### src/rtl/seg7_pkg.sv
// seg7_pkg -- shared definitions for the 2-digit 7-segment scan display.
//   state_e      : scan slots, in the order they are visited
//                  (S_D0 units, S_B0 blank, S_D1 tens, S_B1 blank).
//   SEG_0..SEG_9 : active-low segment patterns {g,f,e,d,c,b,a}.
//   SEG_DASH     : pattern for non-BCD nibbles (segment g only).
//   SEG_OFF      : all segments dark.
package seg7_pkg;

   typedef enum logic [1:0] {
      S_D0 = 2'd0,
      S_B0 = 2'd1,
      S_D1 = 2'd2,
      S_B1 = 2'd3
   } state_e;

   localparam logic [6:0] SEG_0    = 7'b1000000;
   localparam logic [6:0] SEG_1    = 7'b1111001;
   localparam logic [6:0] SEG_2    = 7'b0100100;
   localparam logic [6:0] SEG_3    = 7'b0110000;
   localparam logic [6:0] SEG_4    = 7'b0011001;
   localparam logic [6:0] SEG_5    = 7'b0010010;
   localparam logic [6:0] SEG_6    = 7'b0000010;
   localparam logic [6:0] SEG_7    = 7'b1111000;
   localparam logic [6:0] SEG_8    = 7'b0000000;
   localparam logic [6:0] SEG_9    = 7'b0010000;
   localparam logic [6:0] SEG_DASH = 7'b0111111;
   localparam logic [6:0] SEG_OFF  = 7'b1111111;

endpackage

### src/rtl/bcd_to_seg7.sv
// bcd_to_seg7 -- combinational BCD digit to active-low 7-segment pattern.
//   bcd_i [3:0] : digit value; 10..15 are not BCD and show a dash.
//   seg_o [6:0] : active-low segments {g,f,e,d,c,b,a}.
module bcd_to_seg7
   import seg7_pkg::*;
(
   input  logic [3:0] bcd_i,
   output logic [6:0] seg_o
);

   always_comb begin
      seg_o = SEG_DASH;
      case (bcd_i)
         4'd0:    seg_o = SEG_0;
         4'd1:    seg_o = SEG_1;
         4'd2:    seg_o = SEG_2;
         4'd3:    seg_o = SEG_3;
         4'd4:    seg_o = SEG_4;
         4'd5:    seg_o = SEG_5;
         4'd6:    seg_o = SEG_6;
         4'd7:    seg_o = SEG_7;
         4'd8:    seg_o = SEG_8;
         4'd9:    seg_o = SEG_9;
         default: seg_o = SEG_DASH;
      endcase
   end

endmodule

### src/rtl/bcd2_seg7_scan.sv
// bcd2_seg7_scan -- time-multiplexed 2-digit 7-segment driver for a packed
// BCD count. Each frame is four slots of DIV clocks: units, blank, tens,
// blank. The count is captured once per frame (entering the units slot) so
// both digits of a frame always come from the same value.
//   CLK        : clock, rising edge
//   RST        : asynchronous active-high reset
//   CNT  [7:0] : packed BCD, [7:4] tens, [3:0] units
//   SEG  [6:0] : registered segments {g,f,e,d,c,b,a}, polarity SEG_ACT
//   AN   [1:0] : registered digit enables, AN[0] units, AN[1] tens
//   ERR        : registered, high while the captured value has a nibble > 9
// Parameters: DIV (clocks per slot, >= 2), SEG_ACT (0 active-low, 1 active-high).
// Build option: define LEADING_ZERO_BLANK_EN to leave the tens slot dark when
// the captured tens digit is 0; timing and ERR are unaffected.
module bcd2_seg7_scan
   import seg7_pkg::*;
#(
   parameter int DIV     = 50000,
   parameter bit SEG_ACT = 1'b0
)(
   input  logic       CLK,
   input  logic       RST,
   input  logic [7:0] CNT,
   output logic [6:0] SEG,
   output logic [1:0] AN,
   output logic       ERR
);

   localparam int              PW      = $clog2(DIV);
   localparam logic [PW-1:0]   PRE_MAX = PW'(DIV - 1);
   localparam logic [6:0]      SEG_IDLE = SEG_ACT ? 7'b0000000 : 7'b1111111;
   localparam logic [1:0]      AN_IDLE  = SEG_ACT ? 2'b00 : 2'b11;

   logic [PW-1:0] pre_q, pre_d;
   state_e        state_q, state_d;
   logic [7:0]    shadow_q, shadow_d;
   logic          err_q, err_d;
   logic [6:0]    seg_q, seg_d;
   logic [1:0]    an_q, an_d;

   logic          tick;
   logic [3:0]    digit;
   logic [6:0]    digit_seg;
   logic [6:0]    seg_n;
   logic [1:0]    an_n;

   assign tick = (pre_q == PRE_MAX);

   // Next prescaler, slot and captured count.
   always_comb begin
      pre_d    = tick ? '0 : pre_q + 1'b1;
      state_d  = state_q;
      shadow_d = shadow_q;
      err_d    = err_q;
      if (tick) begin
         case (state_q)
            S_D0:    state_d = S_B0;
            S_B0:    state_d = S_D1;
            S_D1:    state_d = S_B1;
            S_B1:    state_d = S_D0;
            default: state_d = S_B1;
         endcase
         if (state_q == S_B1) begin
            shadow_d = CNT;
            err_d    = (CNT[7:4] > 4'd9) | (CNT[3:0] > 4'd9);
         end
      end
   end

   // Outputs are derived from the next slot and next shadow so the display
   // switches on the same edge as the slot, already showing the new capture.
   assign digit = (state_d == S_D1) ? shadow_d[7:4] : shadow_d[3:0];

   bcd_to_seg7 u_dec (
      .bcd_i (digit),
      .seg_o (digit_seg)
   );

   always_comb begin
      seg_n = SEG_OFF;
      an_n  = 2'b11;
      case (state_d)
         S_D0: begin
            seg_n = digit_seg;
            an_n  = 2'b10;
         end
         S_D1: begin
`ifdef LEADING_ZERO_BLANK_EN
            if (shadow_d[7:4] != 4'd0) begin
               seg_n = digit_seg;
               an_n  = 2'b01;
            end
`else
            seg_n = digit_seg;
            an_n  = 2'b01;
`endif
         end
         default: begin
            seg_n = SEG_OFF;
            an_n  = 2'b11;
         end
      endcase
      seg_d = SEG_ACT ? ~seg_n : seg_n;
      an_d  = SEG_ACT ? ~an_n  : an_n;
   end

   always_ff @(posedge CLK or posedge RST) begin
      if (RST) begin
         pre_q    <= '0;
         state_q  <= S_B1;
         shadow_q <= 8'h00;
         err_q    <= 1'b0;
         seg_q    <= SEG_IDLE;
         an_q     <= AN_IDLE;
      end else begin
         pre_q    <= pre_d;
         state_q  <= state_d;
         shadow_q <= shadow_d;
         err_q    <= err_d;
         seg_q    <= seg_d;
         an_q     <= an_d;
      end
   end

   assign SEG = seg_q;
   assign AN  = an_q;
   assign ERR = err_q;

endmodule

### config.mk
export PLATFORM = sky130hd
export DESIGN_NAME = bcd2_seg7_scan
export DESIGN_NICKNAME = d
export VERILOG_FILES = /design/src/rtl/seg7_pkg.sv /design/src/rtl/bcd_to_seg7.sv /design/src/rtl/bcd2_seg7_scan.sv
export SDC_FILE = /design/constraint.sdc
export NUM_CORES = 1
export LEC_CHECK = 0
export ABC_AREA = 1
export CORE_MARGIN = 4
export CORE_UTILIZATION = 30
export DETAILED_ROUTE_END_ITERATION = 12
export HOLD_SLACK_MARGIN = 0.06
export PLACE_DENSITY_LB_ADDON = 0.15
export SKIP_CTS_REPAIR_TIMING = 1
export SLEW_MARGIN = 10
export SYNTH_ARGS = -nofsm -noshare
export SYNTH_HDL_FRONTEND = slang
export SYNTH_HIERARCHICAL = 1
export SYNTH_SLANG_ARGS = --single-unit
### constraint.sdc
create_clock -name CLK -period 2.5 [get_ports CLK]
set_input_delay 0.5 -clock CLK [delete_from_list [all_inputs] [get_ports CLK]]
set_output_delay 0.5 -clock CLK [all_outputs]
set_load 0.01 [all_outputs]
==> results.json, run 1 <==
{
  "seq_area_um2": 915.9,
  "num_antenna_cells": 0,
  "ys_seq_area_share_pct": 44.90,
  "ys_ff_latch": 36,
  "io_pins": 20,
  "r2r-end": "SEG[3]$_DFF_PP1_",
  "layout-drive-gt1-share_pct": 16.85,
  "cts_root_buf": "clkbuf_8",
  "grt_use_total_pct": 10.94,
  "core_area_um2": 6459,
  "antenna_found_initial": 0,
  "final_common_cell": "nand2_1",
  "gr-total-overflow": 0,
  "power_density_nw_per_um2": 435.5,
  "p_int_mw": 0.8529,
  "wl_per_cell_um": 11.25,
  "synth_cells": 250,
  "areaGrowthSynthToFinish_pct": 21.13,
  "cts_buffer_depth": 2,
  "cap_violations": 0,
  "critPathCaptureType": "flip-flop",
  "drt_wl_total_um": 4005,
  "clock_skew_ns": 0.007504,
  "status": "completed",
  "p_comb_share_pct": 2.7,
  "final.setup.tns_ns": 0,
  "h-tree-depth": 2,
  "clock_latency_ns": 0.29,
  "hp-start": "shadow_q[4]$_DFF_PP0_",
  "hold_class": "flip-flop to flip-flop",
  "clk_pin_slew_ns": 0.08,
  "power.total_mw": 1.075,
  "p_switching_mw": 0.2217,
  "critPathRequiredTime_ns": 2.71,
  "path_max_fanout": 6,
  "final_antenna_net_count": 0,
  "cts_tree": "done",
  "gp_congestion": 0.7986,
  "syn_area_per_cell_um2": 8.148,
  "dieArea_um2": 8172,
  "synthDistinctLibCells": 27,
  "pwr-share-seq_pct": 54.3,
  "p_leak_nw": 1.174,
  "finalSetupViolCount": 0,
  "fin_crit_ns": 2.274,
  "cts_buffers": 5,
  "holdPathStages": 2,
  "rsz0062_at_grt": "no",
  "drc": 0,
  "fin_crit_sh_pct": 90.95,
  "setup.worst_path.class": "flip-flop to flip-flop",
  "worstRegToRegCells": 13,
  "grt_max_degree": 37,
  "synth_area_um2": 2037,
  "fp.dieW_um": 90.40,
  "finalHoldViolations": 0,
  "fmax_ghz": 0.4398,
  "fp.dieH_um": 90.40,
  "drtPass1Iterations": 4,
  "grt_pass1_wl_um": 7279,
  "ir_drop_v": 0.0002344,
  "drt_iter0_drc": 30,
  "vias_per_cell": 4.461,
  "yosysWarnings": 6,
  "start_util_pct": 31.54,
  "tightest_slew_ns": 0.4606,
  "fillerInstances": 679,
  "switching_share_pct": 20.63,
  "vias": 1588,
  "clock-sinks": 36,
  "critPathLaunchType": "flip-flop",
  "hold_path_end": "shadow_q[4]$_DFF_PP0_",
  "final_cell_mix": "70 x nand2_1, 26 x inv_1, 26 x nor2_1",
  "first_global_vias": 1619,
  "p_clk_share_pct": 43.0,
  "arrival_ns": 2.49,
  "dp_hpwl_um": 3075,
  "fin_nets": 297,
  "portBuffers": 19,
  "fin_util_pct": 38.20,
  "multi_input_comb_area_um2": 999.7,
  "slew_headroom_pct": 69.29,
  "slew_viol_final": 0,
  "synth_fp_nets": 269,
  "rows": 29,
  "reg2reg_slack_ns": 0.23,
  "rr_startpoint": "state_q[1]$_DFF_PP1_"
}
critical path: stages, from the launching register on:
cell	delay [ns]
dfstp_2	0.56
inv_1	0.05
ha_1	0.26
nand3_1	0.13
nand2_2	0.12
nand2_2	0.12
nand2_1	0.06
nand2_1	0.10
inv_1	0.10
ha_1	0.29
nand2_1	0.06
nand3_1	0.09
nand2_1	0.04
or2_1	0.22
registers in the layout, summed over array words and instances, names as in the netlist:
register,flops
state_q,2
ERR,1
SEG,7
shadow_q,8
AN,2
pre_q,16
worst max-delay path by stage:
stage	from	to	slack (ns)	cells after the start
global placement	CNT[5]	SEG[3]$_DFF_PP1_	0.11	13
CTS	pre_q[0]$_DFF_PP0_	SEG[3]$_DFF_PP1_	0.09	15
global route	state_q[1]$_DFF_PP1_	SEG[3]$_DFF_PP1_	0.002	15
floorplan	pre_q[0]$_DFF_PP0_	SEG[3]$_DFF_PP1_	0.32	15
detailed placement	CNT[5]	SEG[3]$_DFF_PP1_	0.10	13
finish	state_q[1]$_DFF_PP1_	SEG[3]$_DFF_PP1_	0.23	13
cell usage after synthesis (all sizes together):
library cell | number | share of area (%)
a31oi | 1 | 0.31
buf | 3 | 1.4
nand4 | 3 | 0.92
or2 | 7 | 2.1
nor2 | 32 | 7.5
nor3 | 2 | 0.49
a21oi | 2 | 0.49
inv | 29 | 5.3
ha | 9 | 5.5
xor2 | 7 | 3.0
mux2i | 4 | 2.0
dfstp | 11 | 14
clkinv | 1 | 0.18
o21ai | 12 | 3.3
nand3 | 23 | 6.5
dfrtp | 25 | 31
nand2 | 79 | 16
metal layers:
layer / up-vias / part of all wire, % / track usage, %
met5: - / 0 / 0
met4: 0 / 0.95 / 3.444
met3: 4 / 2.6 / 2.917
met2: 11 / 49 / 18.61
met1: 736 / 48 / 13.48
li1: 837 / - / -
through the flow:
stage / std cells / hold WS [ns] / area (um2) / setup WS [ns]
floorplan: 250 / 0.4298 / 2037 / 0.3174
global placement: 347 / 0.4433 / 2338 / 0.1075
detailed placement: 347 / 0.4568 / 2338 / 0.1047
CTS: 355 / 0.4664 / 2441 / 0.09082
global route: 356 / 0.5345 / 2467 / 0.001662
finish: 356 / 0.5145 / 2467 / 0.2263
power groups by stage:
stage	Combinational, mW	Clock [mW]	Sequential, mW
floorplan	0.00992	0	0.594
global placement	0.0312	0	0.594
detailed placement	0.0310	0	0.594
CTS	0.0312	0.483	0.583
global route	0.0339	0.508	0.583
finish	0.0293	0.462	0.583
cell families after synthesis:
group / share of synthesized area [%]
simple gates: 33.60
flops: 44.90
buf+inv: 6.879
compound gates: 4.116
fa+ha+maj: 5.528
xor+xnor: 3.010
mux: 1.966
cell type report:
cell class / count / area share, %
multi-input cells: 181 / 40.52
clock inverters: 1 / 0.2028
clock buffers: 7 / 3.955
well taps: 77 / 3.905
repair buffers: 24 / 9.736
flip-flops and latches: 36 / 37.12
inverters: 30 / 4.564
No activity file was read; power rests on OpenSTA's default activity.
==> run 2: changes to the inputs <==
--- a/config.mk
+++ b/config.mk
@@ -9,7 +9,7 @@
 export CORE_MARGIN = 4
 export CORE_UTILIZATION = 30
 export DETAILED_ROUTE_END_ITERATION = 12
-export HOLD_SLACK_MARGIN = 0.06
+export HOLD_SLACK_MARGIN = 0.05
 export PLACE_DENSITY_LB_ADDON = 0.15
 export SKIP_CTS_REPAIR_TIMING = 1
 export SLEW_MARGIN = 10
==> constraint.sdc (replaced) <==
create_clock -name CLK -period 2.5 [get_ports CLK]
set_input_delay 0.75 -clock CLK [delete_from_list [all_inputs] [get_ports CLK]]
set_output_delay 0.75 -clock CLK [all_outputs]
set_load 0.01 [all_outputs]
==> results.json, run 2 (same netlist as run 1, synthesis figures left out) <==
{
  "status": "completed",
  "largest_reg_flops": 16,
  "globalRouteMet2Util_pct": 18.92,
  "first_global_vias": 1657,
  "hold_class": "flip-flop to flip-flop",
  "vias": 1599,
  "met1_usage_pct": 12.10,
  "worstRegToRegCells": 10,
  "slew_headroom_pct": 69.08,
  "slew_viol_final": 0,
  "wl_per_cell_um": 10.92,
  "ir_drop_v": 0.0001857,
  "grt_use_total_pct": 10.49,
  "clock_latency_ns": 0.28,
  "final_antenna_net_count": 0,
  "cts_buffers": 5,
  "grt_use_met3_pct": 2.333,
  "grt_pass1_wl_um": 7169,
  "critPathCaptureType": "flip-flop",
  "clock_skew_ns": 0.005145,
  "path_max_fanout": 7,
  "rows": 29,
  "portBuffers": 19,
  "drt_iter0_drc": 68,
  "fin_crit_ns": 2.268,
  "setup.worst_path.class": "flip-flop to flip-flop",
  "vias_per_cell": 4.479,
  "fillerInstances": 662,
  "gr-total-overflow": 0,
  "hold_path_end": "pre_q[9]$_DFF_PP0_",
  "dieArea_um2": 8172,
  "critPathLaunchType": "flip-flop",
  "fin_crit_sh_pct": 90.71,
  "grt_max_degree": 37,
  "final.setup.tns_ns": 0,
  "cap_violations": 0,
  "core_area_um2": 6459,
  "r2r-end": "SEG[0]$_DFF_PP1_",
  "finalSetupViolCount": 0,
  "finalHoldViolations": 0,
  "cts_buffer_depth": 2,
  "p_leak_nw": 1.165,
  "fp.dieH_um": 90.40,
  "arrival_ns": 2.48,
  "num_antenna_cells": 0,
  "h-tree-depth": 2,
  "hp-start": "pre_q[9]$_DFF_PP0_",
  "layout-drive-gt1-share_pct": 16.43,
  "holdPathStages": 1,
  "gp_congestion": 0.7748,
  "fp.dieW_um": 90.40,
  "drtPass1Iterations": 4,
  "final_cell_mix": "71 x nand2_1, 27 x nor2_1, 26 x inv_1",
  "rr_startpoint": "state_q[1]$_DFF_PP1_",
  "tightest_slew_ns": 0.4638,
  "power_density_nw_per_um2": 419.4,
  "cts_tree": "done",
  "reg2reg_slack_ns": 0.23,
  "busiest_layer": "met2",
  "antenna_found_initial": 0,
  "start_util_pct": 31.54,
  "fin_nets": 298,
  "dp_hpwl_um": 3015,
  "placedCellCount": 349,
  "regMostFlops": "pre_q",
  "critPathRequiredTime_ns": 2.71,
  "io_pins": 20,
  "fmax_ghz": 0.4410,
  "final_common_cell": "nand2_1",
  "cts_root_buf": "clkbuf_8",
  "rsz0062_at_grt": "no",
  "clk_pin_slew_ns": 0.07,
  "drc": 0,
  "drt_wl_total_um": 3897,
  "clock-sinks": 36,
  "stdcell_count": 357,
  "areaGrowthSynthToFinish_pct": 20.27
}
[run 2: worst max path at each step]
stage	start	endpoint	slack (ns)	cells past startpoint
floorplan	pre_q[0]$_DFF_PP0_	SEG[3]$_DFF_PP1_	0.32	15
finish	state_q[1]$_DFF_PP1_	SEG[0]$_DFF_PP1_	0.23	10
detailed placement	CNT[5]	SEG[3]$_DFF_PP1_	-0.07	13
global placement	CNT[5]	SEG[3]$_DFF_PP1_	-0.07	13
CTS	state_q[1]$_DFF_PP1_	SEG[0]$_DFF_PP1_	0.14	10
global route	pre_q[7]$_DFF_PP0_	SEG[3]$_DFF_PP1_	0.01	15
[run 2: power by group]
group	switching [mW]	internal [mW]	leakage, nW	total, mW
logic	0.0150	0.0142	0.717	0.0292
clock network	0.190	0.225	0.0455	0.415
registers	0	0.583	0.403	0.583
total	0.205	0.822	1.16	1.03
[run 2: critical path, stage by stage, from the launching register on]
cell and delay [ns]:
dfstp_2 0.56, ha_2 0.25, buf_4 0.16, buf_4 0.12, mux2i_1 0.18, o21ai_1 0.11, nand2_1 0.07, nand2_1 0.18
o21ai_2 0.27, nand2_1 0.08, or2_1 0.23
[run 2: metrics by stage]
stage | hold WS [ns] | worst slack, ns | power (mW) | instance area, um2 | utilization (%)
final | 0.4907 | 0.2323 | 1.027 | 2450 | 37.93
after global routing | 0.5266 | 0.01165 | 1.079 | 2450 | 37.93
after CTS | 0.4660 | 0.1443 | 1.057 | 2431 | 37.64
after detailed placement | 0.4566 | -0.07298 | 0.6247 | 2341 | 36.25
after global placement | 0.4542 | -0.07094 | 0.6246 | 2341 | 36.25
after floorplan | 0.4298 | 0.3174 | 0.6034 | 2037 | -
[run 2: final cells by class]
| class | instances | area, um2 | area share [%] |
|---|---|---|---|
| well taps | 77 | 96.34 | 3.933 |
| inverters | 30 | 112.6 | 4.597 |
| clock buffers | 8 | 90.09 | 3.677 |
| flip-flops and latches | 36 | 914.6 | 37.33 |
| multi-input cells | 181 | 1001 | 40.86 |
| repair buffers | 25 | 235.2 | 9.602 |
[run 2: routing by layer]
metal	wire [um]	vias to the layer above
met3	105	5
met5	0	-
met4	48	0
met2	2033	12
met1	1710	745
li1	-	837
